--- src/rtl/fcmp_pipe.sv ---
// rtl/fcmp_pipe.sv - two-stage binary32 compare unit (feq/flt/fle) with valid/ready flow control
// S1 holds decoded operands and NaN/zero classification; S2 holds the final result word.
module fcmp_pipe #(
  parameter int TAG_W = 4
) (
  input  logic             clk,
  input  logic             rst,
  input  logic             in_valid,
  output logic             in_ready,
  input  logic [31:0]      x1,
  input  logic [31:0]      x2,
  input  logic [1:0]       op,
  input  logic [TAG_W-1:0] tag,
  output logic             out_valid,
  input  logic             out_ready,
  output logic [31:0]      y,
  output logic             nv,
  output logic [TAG_W-1:0] out_tag
);

  typedef enum logic [1:0] {
    OP_FEQ = 2'b00,
    OP_FLT = 2'b01,
    OP_FLE = 2'b10,
    OP_RSV = 2'b11
  } op_t;

  logic             rst_done;
  logic             s1_valid;
  logic             s1_sgn1, s1_sgn2;
  logic [7:0]       s1_exp1, s1_exp2;
  logic [22:0]      s1_man1, s1_man2;
  logic             s1_nan1, s1_nan2;
  logic             s1_snan1, s1_snan2;
  logic             s1_both_zero;
  op_t              s1_op;
  logic [TAG_W-1:0] s1_tag;

  logic s2_adv, s1_adv, accept;

  logic d_nan1, d_nan2, d_snan1, d_snan2, d_both_zero;

  logic [30:0] mag1, mag2;
  logic        mag_eq, mag_lt, mag_gt;
  logic        eq, lt;
  logic        any_nan, any_snan;
  logic        cmp_d, nv_d;

  // in_ready is held low until the first clock edge after reset release.
  assign s2_adv   = !out_valid || out_ready;
  assign s1_adv   = !s1_valid || s2_adv;
  assign in_ready = rst_done && s1_adv;
  assign accept   = in_valid && in_ready;

  always_comb begin
    d_nan1      = (&x1[30:23]) && (|x1[22:0]);
    d_nan2      = (&x2[30:23]) && (|x2[22:0]);
    d_snan1     = d_nan1 && !x1[22];
    d_snan2     = d_nan2 && !x2[22];
    d_both_zero = (x1[30:0] == 31'd0) && (x2[30:0] == 31'd0);
  end

  always_ff @(posedge clk or posedge rst) begin
    if (rst) begin
      rst_done <= 1'b0;
    end else begin
      rst_done <= 1'b1;
    end
  end

  always_ff @(posedge clk or posedge rst) begin
    if (rst) begin
      s1_valid     <= 1'b0;
      s1_sgn1      <= 1'b0;
      s1_sgn2      <= 1'b0;
      s1_exp1      <= 8'd0;
      s1_exp2      <= 8'd0;
      s1_man1      <= 23'd0;
      s1_man2      <= 23'd0;
      s1_nan1      <= 1'b0;
      s1_nan2      <= 1'b0;
      s1_snan1     <= 1'b0;
      s1_snan2     <= 1'b0;
      s1_both_zero <= 1'b0;
      s1_op        <= OP_FEQ;
      s1_tag       <= '0;
    end else if (s1_adv) begin
      s1_valid <= accept;
      if (accept) begin
        s1_sgn1      <= x1[31];
        s1_sgn2      <= x2[31];
        s1_exp1      <= x1[30:23];
        s1_exp2      <= x2[30:23];
        s1_man1      <= x1[22:0];
        s1_man2      <= x2[22:0];
        s1_nan1      <= d_nan1;
        s1_nan2      <= d_nan2;
        s1_snan1     <= d_snan1;
        s1_snan2     <= d_snan2;
        s1_both_zero <= d_both_zero;
        s1_op        <= op_t'(op);
        s1_tag       <= tag;
      end
    end
  end

  // Sign-magnitude ordering; for two negatives the larger magnitude is the smaller value.
  always_comb begin
    mag1     = {s1_exp1, s1_man1};
    mag2     = {s1_exp2, s1_man2};
    mag_eq   = (mag1 == mag2);
    mag_lt   = (mag1 < mag2);
    mag_gt   = !mag_lt && !mag_eq;
    any_nan  = s1_nan1 || s1_nan2;
    any_snan = s1_snan1 || s1_snan2;
    eq       = s1_both_zero || ((s1_sgn1 == s1_sgn2) && mag_eq);
    lt       = 1'b0;
    if (s1_both_zero) begin
      lt = 1'b0;
    end else if (s1_sgn1 != s1_sgn2) begin
      lt = s1_sgn1;
    end else if (s1_sgn1) begin
      lt = mag_gt;
    end else begin
      lt = mag_lt;
    end
    cmp_d = 1'b0;
    nv_d  = 1'b0;
    case (s1_op)
      OP_FEQ: begin
        cmp_d = eq && !any_nan;
        nv_d  = any_snan;
      end
      OP_FLT: begin
        cmp_d = lt && !any_nan;
        nv_d  = any_nan;
      end
      OP_FLE: begin
        cmp_d = (lt || eq) && !any_nan;
        nv_d  = any_nan;
      end
      default: begin
        cmp_d = 1'b0;
        nv_d  = 1'b1;
      end
    endcase
  end

  always_ff @(posedge clk or posedge rst) begin
    if (rst) begin
      out_valid <= 1'b0;
      y         <= 32'd0;
      nv        <= 1'b0;
      out_tag   <= '0;
    end else if (s2_adv) begin
      out_valid <= s1_valid;
      if (s1_valid) begin
        y       <= {31'd0, cmp_d};
        nv      <= nv_d;
        out_tag <= s1_tag;
      end
    end
  end

endmodule

--- config.mk ---
export PLATFORM = sky130hd
export DESIGN_NAME = fcmp_pipe
export DESIGN_NICKNAME = d
export VERILOG_FILES = /design/src/rtl/fcmp_pipe.sv
export SDC_FILE = /design/constraint.sdc
export NUM_CORES = 1
export LEC_CHECK = 0
export ABC_AREA = 1
export CORE_UTILIZATION = 40
export CTS_CLUSTER_DIAMETER = 30
export DETAILED_ROUTE_END_ITERATION = 8
export GPL_TIMING_DRIVEN = 0
export PLACE_DENSITY = 0.67
export SLEW_MARGIN = 20
export SYNTH_ARGS = -nofsm -noshare
export SYNTH_HDL_FRONTEND = slang
export SYNTH_SLANG_ARGS = --single-unit
export TNS_END_PERCENT = 30
--- constraint.sdc ---
create_clock -name clk -period 3.3 [get_ports clk]
set_input_delay 0.66 -clock clk [delete_from_list [all_inputs] [get_ports clk]]
set_output_delay 0.66 -clock clk [all_outputs]
set_load 0.01 [all_outputs]
==> out/qor.csv <==
metric;value;unit
root_buffer;clkbuf_16;
synthFlopType;dfrtp_1;
final_nets;798;
syn2layout_area_growth;31.22;%
overflow;0;
track_usage;20.47;%
r2r-end;y[0];
diodes;0;
hold_viol_final;0;
io_buffers;81;
synth-xor-area-share;0.1910;%
hp-class;register to register;
hold_depth;2;
hp-start;s1_snan1;
post_drt_wl_per_cell;13.58;um
syn-cell-area;4584;sq um
layout_common_cells;nand2_1 (187), dfrtp_1 (84), clkdlybuf4s50_1 (81);
crit_slowest_cell;clkdlybuf4s50_1;
status;finished, final reports clean;
slew_violations;0;
die-area;11890;sq um
worst_ep_required_time;2.64;ns
yosys.area_share.adder;9.825;%
cts-hold-fix-buffers;0;
setup_viol;0;
htreeDepth;3;
syn_inst;565;
postLayoutCellArea;6016;sq um
cts_buffer_depth;2;
fp.dieH;109.1;um
grt_first_pass_wirelength;18540;um
peakVddDrop;0.0002144;V
fin_crit;2.594;ns
coreArea;10980;sq um
synthTopCellsByArea;dfrtp_1 (46%), nand2_1 (15%), ha_1 (9.8%), inv_1 (5.9%), o21ai_0 (5.7%);
drive_gt1_share;11.11;%
crit_type;input pin to primary output;
rsz0062_at_grt;false;
cts_tree;yes;
path_common_cell;clkdlybuf4s50_1;
clk_latency;0.34;ns
synth.mux.area_fraction;0.4913;%
fin_util;54.77;%
syn_area_per_cell;8.114;sq um
netlist.area_leader.share;45.85;%
cap_violations;0;
cts_buffers;9;
post_cts_buffers;0;
seq_area;2102;sq um
ys_seq_elements;84;
layout_commonest_cell;nand2_1;
synth_edf_count;0;
power.leakage;3.121;nW
grt_pass1_vias;3947;
crit_path_end_kind;primary output;
crit_path_max_incr_delay;0.52;ns
crit_chain;clkdlybuf4s50_1 -> inv_1 -> nand3_1 -> nand2_1 -> inv_2 -> clkdlybuf4s50_1;
layout_setup_ws;0.7056;ns
rrSetupSlack;1.32;ns
fmax;0.3855;GHz
reg2reg_from;s1_exp2[7];
place_ws;0.6937;ns
synthDistinctLibCells;28;
drt_iter0_drc;188;
cts.clk_slew.worst_paths;0.06;ns
seq_area_frac_synth;45.85;%
yosys.area.top_type;dfrtp_1;
reg2reg_depth;13;
drt_first_pass_iters;4;
viasPerCell;4.777;
min_to;s1_snan1;
finalClockSkew;0.005764;ns
p_per_area;508.9;nW/um^2
drc_errors;0;
rows;38;
vias;3979;
fillers;1041;
async_flop_share;100.0;%
worstSetupStartpointType;input pin;
wl;11320;um
synth_compound_area_share;8.051;%
synthSimpleGateAreaFrac;22.24;%
crit_arrival;1.93;ns
antenna_left;0;
finalCritPeriodShare;78.62;%
synth_top_family_by_area;simple AND/OR/NAND/NOR gates;
cts.sinks;84;
start_util;41.74;%
dp_hpwl;8790;um
multi_input_area;1991;sq um
fp.dieW;109.1;um
cp_max_fo;2;
grt_max_degree;58;
post_dp_cell_area;5713;sq um
gp_congestion;0.8505;
synth_warnings;0;
ctsResizeCount;0;
ioPinCount;113;
grt_antenna_before_repair;0;
## critical path: cells and delay by family
kind,cells,cell delay [ns]
buffers and inverters,4,1.10
AND/OR/NAND/NOR,2,0.18
## where the power goes
| group | switching, mW | internal, mW |
|---|---|---|
| clock network | 0.414 | 0.605 |
| registers | 0.0832 | 1.18 |
| logic | 0.423 | 0.356 |
## sequential cells by signal, summed over array words and instances, names as in the netlist, 2 cells and up
name,flops
out_tag,4
s1_exp1,8
s1_exp2,8
s1_man1,23
s1_man2,23
s1_op,2
s1_tag,4
## cell usage after synthesis, types with 2 or more instances
master and n:
inv_1 72, a21o_1 2, o21ai_0 52, ha_1 36, a21oi_1 10, buf_2 12, nor3_1 5, buf_4 31
mux2_2 2, inv_2 7, nor2_1 12, nand3_1 9, a21oi_2 2, nand2_2 2, nor4_1 14, clkbuf_1 4
dfrtp_1 84, nand4_1 12, conb_1 2, nand2_1 187
## through the flow
step / power [mW] / cells / hold slack (ns) / TNS (ns)
after floorplan: 1.745 / 595 / 0.4450 / 0
after global placement: 2.024 / 816 / 0.4644 / -71.67
after detailed placement: 2.056 / 817 / 0.4697 / 0
after CTS: 3.079 / 833 / 0.4855 / 0
after global routing: 3.244 / 833 / 0.5093 / 0
final: 3.061 / 833 / 0.4820 / 0
## area by class of cell
cell class | instances | area share (%)
clock inverters | 6 | 1.061
repair buffers | 82 | 13.94
well taps | 140 | 2.912
flip-flops and latches | 84 | 34.94
inverters | 79 | 4.971
plain buffers | 47 | 5.116
multi-input cells | 385 | 33.09
clock buffers | 10 | 3.973
## worst max path at each step
stage / to / cells past startpoint / start
2_1_floorplan: nv / 1 / rst
3_3_place_gp: s1_man2[18] / 2 / rst
3_5_place_dp: in_ready / 6 / out_ready
4_1_cts: in_ready / 6 / out_ready
5_1_grt: in_ready / 6 / out_ready
6_report: in_ready / 6 / out_ready
## layer usage
metal / GRT usage, % / share of wire (%) / vias to the layer above
li1: - / - / 1981
met1: 25.99 / 45 / 1860
met2: 34.55 / 47 / 118
met3: 4.244 / 5.5 / 20
met4: 6.853 / 2.3 / 0
met5: 0 / 0 / -
## cells by family after synthesis
family                     count (synthesis)
AOI/OAI and AO/OA                         70
and+or+nand+nor                          244
buffers and inverters                    126
muxes                                      2
DFF                                       84
other                                      2
xor gates and xnor gates                   1
adders and majority gates                 36
(Power assumes the default switching activity.)
